## config.mk

```make
export PLATFORM = sky130hd
export DESIGN_NAME = mult_control_n
export DESIGN_NICKNAME = d
export VERILOG_FILES = /design/src/rtl/mult_pkg.sv /design/src/rtl/mult_step_counter.sv /design/src/rtl/mult_control_n.sv
export SDC_FILE = /design/constraint.sdc
export NUM_CORES = 1
export LEC_CHECK = 0
export BUFFER_PORTS_ARGS = -buffer_cell sky130_fd_sc_hd__clkbuf_2
export CORE_AREA = 2 2 39 41
export CTS_BUF_LIST = sky130_fd_sc_hd__clkbuf_4 sky130_fd_sc_hd__clkbuf_8
export CTS_CLUSTER_SIZE = 10
export DETAILED_ROUTE_END_ITERATION = 6
export DIE_AREA = 0 0 41 43
export SYNTH_ARGS = -nofsm -noshare
export SYNTH_HDL_FRONTEND = slang
export SYNTH_SLANG_ARGS = --single-unit
```

## constraint.sdc

```tcl
create_clock -name Clk -period 3.6 [get_ports Clk]
set_clock_uncertainty 0.15 [all_clocks]
set_input_delay 0.72 -clock Clk [delete_from_list [all_inputs] [get_ports Clk]]
set_output_delay 0.72 -clock Clk [all_outputs]
set_load 0.02 [all_outputs]
```

## src/rtl/mult_pkg.sv

```systemverilog
// -----------------------------------------------------------------------------
// mult_pkg
// Shared definitions for the shift-and-add multiplier controller.
//   mult_state_t  : controller state encoding (also exported on the debug port)
//   DEFAULT_WIDTH : default operand width in bits
//   count_bits()  : width of a step counter able to hold 0..width
// -----------------------------------------------------------------------------
package mult_pkg;

    typedef enum logic [2:0] {
        S_IDLE  = 3'd0,
        S_CLEAR = 3'd1,
        S_ADD   = 3'd2,
        S_SHIFT = 3'd3,
        S_HALT  = 3'd4
    } mult_state_t;

    localparam int DEFAULT_WIDTH = 8;

    // The counter has to reach WIDTH itself (the value after the final shift),
    // so it needs one more code than WIDTH-1.
    function automatic int count_bits(input int width);
        return $clog2(width + 1);
    endfunction

endpackage

```

## src/rtl/mult_step_counter.sv

```systemverilog
// -----------------------------------------------------------------------------
// mult_step_counter
// Counts completed add/shift steps of one multiply.
// Ports:
//   clk    in   rising-edge clock
//   reset  in   synchronous active-high reset, forces count to 0
//   clear  in   restart the count at 0 (start of a multiply)
//   inc    in   one step finished (asserted in the shift cycle)
//   count  out  current step index, 0..WIDTH
//   last   out  terminal count: count == WIDTH-1, i.e. this is the final step
// -----------------------------------------------------------------------------
module mult_step_counter
    import mult_pkg::*;
#(
    parameter int  WIDTH = DEFAULT_WIDTH,
    localparam int CW    = count_bits(WIDTH)
) (
    input  logic          clk,
    input  logic          reset,
    input  logic          clear,
    input  logic          inc,
    output logic [CW-1:0] count,
    output logic          last
);

    localparam logic [CW-1:0] LAST_STEP = CW'(WIDTH - 1);
    localparam logic [CW-1:0] MAX_COUNT = CW'(WIDTH);

    always_ff @(posedge clk) begin
        if (reset) begin
            count <= '0;
        end else if (clear) begin
            count <= '0;
        end else if (inc && (count != MAX_COUNT)) begin
            // Saturates at WIDTH so a stray increment can never wrap to 0.
            count <= count + CW'(1);
        end
    end

    assign last = (count == LAST_STEP);

endmodule

```

## src/rtl/mult_control_n.sv

```systemverilog
// -----------------------------------------------------------------------------
// mult_control_n
// Control FSM for an N-bit shift-and-add multiplier (X:A:B datapath).
// One multiply = CLEAR, then WIDTH pairs of ADD/SHIFT, then HALT with Done.
// Latency from entering CLEAR to Done is fixed at 2*WIDTH+1 cycles.
// WIDTH must lie in 2..32.
//
// Parameters:
//   WIDTH   operand width in bits
//   SIGNED  1: two's-complement (last step subtracts), 0: unsigned (all add)
// Ports:
//   Clk           in   rising-edge clock
//   reset         in   synchronous active-high reset
//   ClearA_LoadB  in   clear A / load B request, only acted on in IDLE
//   Run           in   level start request
//   M             in   multiplier LSB B[0] from the datapath
//   ClrA          out  clear A and X
//   LoadB         out  load B from switches
//   Add_en        out  A <= A + S
//   Sub_en        out  A <= A - S
//   Shift_en      out  arithmetic right shift of X:A:B
//   Busy          out  multiply in progress (CLEAR/ADD/SHIFT)
//   Done          out  product valid, held while Run stays high
//   state_dbg     out  current FSM state (mult_state_t encoding)
//   count_dbg     out  current step counter value
//
// Handshake: Run is a level request. It is sampled only in IDLE (start) and
// HALT (release); Done stays high until Run is seen low, and holding Run high
// never starts a second multiply.
//
// All control outputs are combinational decodes of state, counter, M and
// reset so the datapath acts in the same cycle the state is entered.
// -----------------------------------------------------------------------------
module mult_control_n
    import mult_pkg::*;
#(
    parameter int  WIDTH  = DEFAULT_WIDTH,
    parameter int  SIGNED = 1,
    localparam int CW     = count_bits(WIDTH)
) (
    input  logic          Clk,
    input  logic          reset,
    input  logic          ClearA_LoadB,
    input  logic          Run,
    input  logic          M,
    output logic          ClrA,
    output logic          LoadB,
    output logic          Add_en,
    output logic          Sub_en,
    output logic          Shift_en,
    output logic          Busy,
    output logic          Done,
    output logic [2:0]    state_dbg,
    output logic [CW-1:0] count_dbg
);

    mult_state_t   state;
    logic [CW-1:0] count;
    logic          last;
    logic          cnt_clear;
    logic          cnt_inc;

    // -------------------------------------------------------------------------
    // Step counter
    // -------------------------------------------------------------------------
    assign cnt_clear = (state == S_CLEAR);
    assign cnt_inc   = (state == S_SHIFT);

    mult_step_counter #(
        .WIDTH (WIDTH)
    ) u_step_counter (
        .clk   (Clk),
        .reset (reset),
        .clear (cnt_clear),
        .inc   (cnt_inc),
        .count (count),
        .last  (last)
    );

    // -------------------------------------------------------------------------
    // State register
    // -------------------------------------------------------------------------
    always_ff @(posedge Clk) begin
        if (reset) begin
            state <= S_IDLE;
        end else begin
            case (state)
                S_IDLE: begin
                    // Run wins over ClearA_LoadB; the load is simply dropped.
                    if (Run) begin
                        state <= S_CLEAR;
                    end
                end
                S_CLEAR: begin
                    state <= S_ADD;
                end
                S_ADD: begin
                    // Always one cycle regardless of M to keep latency fixed.
                    state <= S_SHIFT;
                end
                S_SHIFT: begin
                    // 'last' reflects the pre-increment count.
                    if (last) begin
                        state <= S_HALT;
                    end else begin
                        state <= S_ADD;
                    end
                end
                S_HALT: begin
                    if (!Run) begin
                        state <= S_IDLE;
                    end
                end
                default: begin
                    state <= S_IDLE;
                end
            endcase
        end
    end

    // -------------------------------------------------------------------------
    // Output decode
    // -------------------------------------------------------------------------
    always_comb begin
        ClrA     = 1'b0;
        LoadB    = 1'b0;
        Add_en   = 1'b0;
        Sub_en   = 1'b0;
        Shift_en = 1'b0;
        Busy     = 1'b0;
        Done     = 1'b0;
        if (reset) begin
            // Clear the datapath registers alongside the controller.
            ClrA  = 1'b1;
            LoadB = 1'b1;
        end else begin
            case (state)
                S_IDLE: begin
                    if (ClearA_LoadB && !Run) begin
                        ClrA  = 1'b1;
                        LoadB = 1'b1;
                    end
                end
                S_CLEAR: begin
                    ClrA = 1'b1;
                    Busy = 1'b1;
                end
                S_ADD: begin
                    Busy = 1'b1;
                    if (M) begin
                        // The multiplier MSB has negative weight in
                        // two's complement, so its partial product subtracts.
                        if ((SIGNED != 0) && last) begin
                            Sub_en = 1'b1;
                        end else begin
                            Add_en = 1'b1;
                        end
                    end
                end
                S_SHIFT: begin
                    Shift_en = 1'b1;
                    Busy     = 1'b1;
                end
                S_HALT: begin
                    Done = 1'b1;
                end
                default: begin
                end
            endcase
        end
    end

    assign state_dbg = state;
    assign count_dbg = count;

endmodule

```

==> flow_summary.ini <==
[run_status]
status = finished clean

[yosys]
ys_ff_latch = 7
netlist_instances = 57
synth-edff-count = 0
synth_top_family_by_area = simple AND/OR/NAND/NOR gates
yosys.area_share.simple = 0.3883
synthArstFlopShare = 0
syn-num-nets = 64
synthAdderAreaFrac = 0.05587
synth_xor_xnor_area_share = 0
synth_ff_type = dfxtp_1
yosys.area.top_type = dfxtp_1
synth_compound_area_frac = 0.1704
muxShareOfSynthArea = 0
synth.avg_cell_area_sq_um = 7.858
ys_seq_area_frac = 0.3128
yosys.area.top_type_share = 0.3128
ys_warn_count = 0
ys_types = 24
syn_area_sq_um = 447.9
ys_top_cells_by_area = dfxtp_1, nor2_1, ha_1
netlist_top_cells_count = dfxtp_1, nor2_1, nand3_1, o21ai_0, a21oi_1

[floorplanning]
initial_core_util = 0.3237
core_area_sq_um = 1384
die_area_sq_um = 1763
dieHeight_um = 43
die_x_um = 41
rows = 14
io_pins = 19

[cells_and_area]
nNetsFinal = 84
drive_gt1_frac = 0.3158
insertedDiodeCount = 0
area_growth_pct = 26.54
fin_util = 0.4096

[critical_path]
end_kind = primary output
cp.required_ns = 2.73
r2r_setup_slack_ns = 2.22
start_kind = input pin
worstPathArrival_ns = 1.48
critical_path_buf_inv_count = 2
cpLargestDelayFamily = simple AND/OR/NAND/NOR gates
cpPeakStageDelay_ns = 0.20
worstPathMaxFanout = 9
cpMaxStageDelayCell = nor3_1
crit_path_frequent_cell = clkbuf_2
criticalPathCategory = input pin to primary output
worstPathCellList = clkbuf_2, nor3_1, nand3_1, nor2_1, clkbuf_2

[global_route]
first_global_vias = 341
track_usage = 0.1176
grt_pass1_wl_um = 1345
antenna_found_initial = 0
overflow = 0
grt_start_max_net_pins = 11

[route]
wl_per_cell_um = 10.23
routed_wl_um = 941
vias = 456
first_pass_iters = 4
vias_per_cell = 4.957
ant_nets = 0
dr.first_iter.drc_count = 14
route.detailed.drc = 0

[placement]
pre_cts_ws_ns = 1.251
gp_congestion = 0.7364
io_buffers = 18
dpl.hpwl_um = 735.7

[sta]
slew_headroom = 0.7568
max_freq_mhz = 424.9
hold_viol_final = 0
tightest_slew_ns = 0.3643
holdWs_ns = 0.3895
rsz0062_at_grt = false
finalSetupViolCount = 0
finalCritPeriodShare = 0.6537
setup_ws_ns = 1.247
slew_viol_final = 0
min_period_ns = 2.353
tns_ns = 0

[power]
p_total_mw = 0.1918
vdd_drop_max_mv = 0.1819
leakage_nw = 0.2698
p_per_area_nw_per_um2 = 338.3

[clock_tree]
tritoncts = done
numCtsBuffers = 3
htree_levels = 1
hold_buffers = 0
clockRootBuffer = clkbuf_4
cts_resized = 0
worstSkewPairLatency_ns = 0.25
cts.sink_count = 7
postCtsSetupBuffers = 0
clk_pin_slew_ns = 0.05
clockBufferDepth = 2

[run]
max-cap-violations = 0

[hold_path]
min_path_type = flop to flop
worst register-to-register path: stages, from the launching register on:
cell and delay, ns:
dfxtp_1 0.40, inv_1 0.08, ha_1 0.22, and3b_1 0.19, o21ai_0 0.14, a21oi_1 0.08
sequential cells by signal (all words and copies together) (netlist names):
name / cells
u_step_counter.count: 4
state_dbg: 3
routing by layer:
| layer | wire [um] | track usage |
|---|---|---|
| met5 | 0 | 0 |
| met2 | 454 | 0.1500 |
| met1 | 418 | 0.1452 |
| met4 | 14 | 0.06000 |
| met3 | 54 | 0.07853 |
final timing paths:
path                            from                      end  cells past startpoint
max                            reset                   Sub_en                      5
max reg2reg  u_step_counter.count[0]  u_step_counter.count[1]                      5
min          u_step_counter.count[0]  u_step_counter.count[0]                      2
min reg2reg  u_step_counter.count[0]  u_step_counter.count[0]                      2
power by group:
group | switching (mW) | internal, mW | total [mW]
clock network | 0.0280 | 0.0497 | 0.0778
registers | 0.00538 | 0.0799 | 0.0853
logic | 0.0178 | 0.0109 | 0.0287
total | 0.0512 | 0.141 | 0.192
area by class of cell:
type                            count  area (sq um)
Multi-Input combinational cell     44         275.3
Tap cell                           16         20.02
Sequential cell                     7         140.1
Timing Repair Buffer               18         90.09
Fill cell                         148         817.0
Inverter                            3         11.26
Clock buffer                        4         30.03
cells in the final DEF, fill, tap and decap left out, drive strengths merged:
master | Yosys | layout
and3b | 3 | 3
inv | 3 | 3
nor3 | 2 | 2
nand2b | 2 | 2
o21bai | 2 | 2
a32oi | 1 | 1
dfxtp | 7 | 7
nor2b | 2 | 2
a21oi | 4 | 4
ha | 2 | 2
and2 | 1 | 1
clkbuf | 1 | 22
o21ai | 5 | 5
nor2 | 7 | 7
or3 | 1 | 1
nand3b | 2 | 2
nand3 | 5 | 5
nand2 | 3 | 3
o21a | 1 | 1
nand4b | 1 | 1
stage by stage:
step                      instance area, sq um  std cells
after floorplan                          447.9         57
after global placement                   536.8         88
after detailed placement                 536.8         88
after CTS                                566.8         92
after global routing                     566.8         92
final                                    566.8         92
cells by family (layout without fill, tap and decap cells):
kind of cell / Yosys count / count (layout)
DFF: 7 / 7
AOI/OAI and AO/OA: 13 / 13
buffers and inverters: 6 / 25
and+or+nand+nor: 29 / 29
adders and majority gates: 2 / 2
No activity file was read; power rests on OpenSTA's default activity.
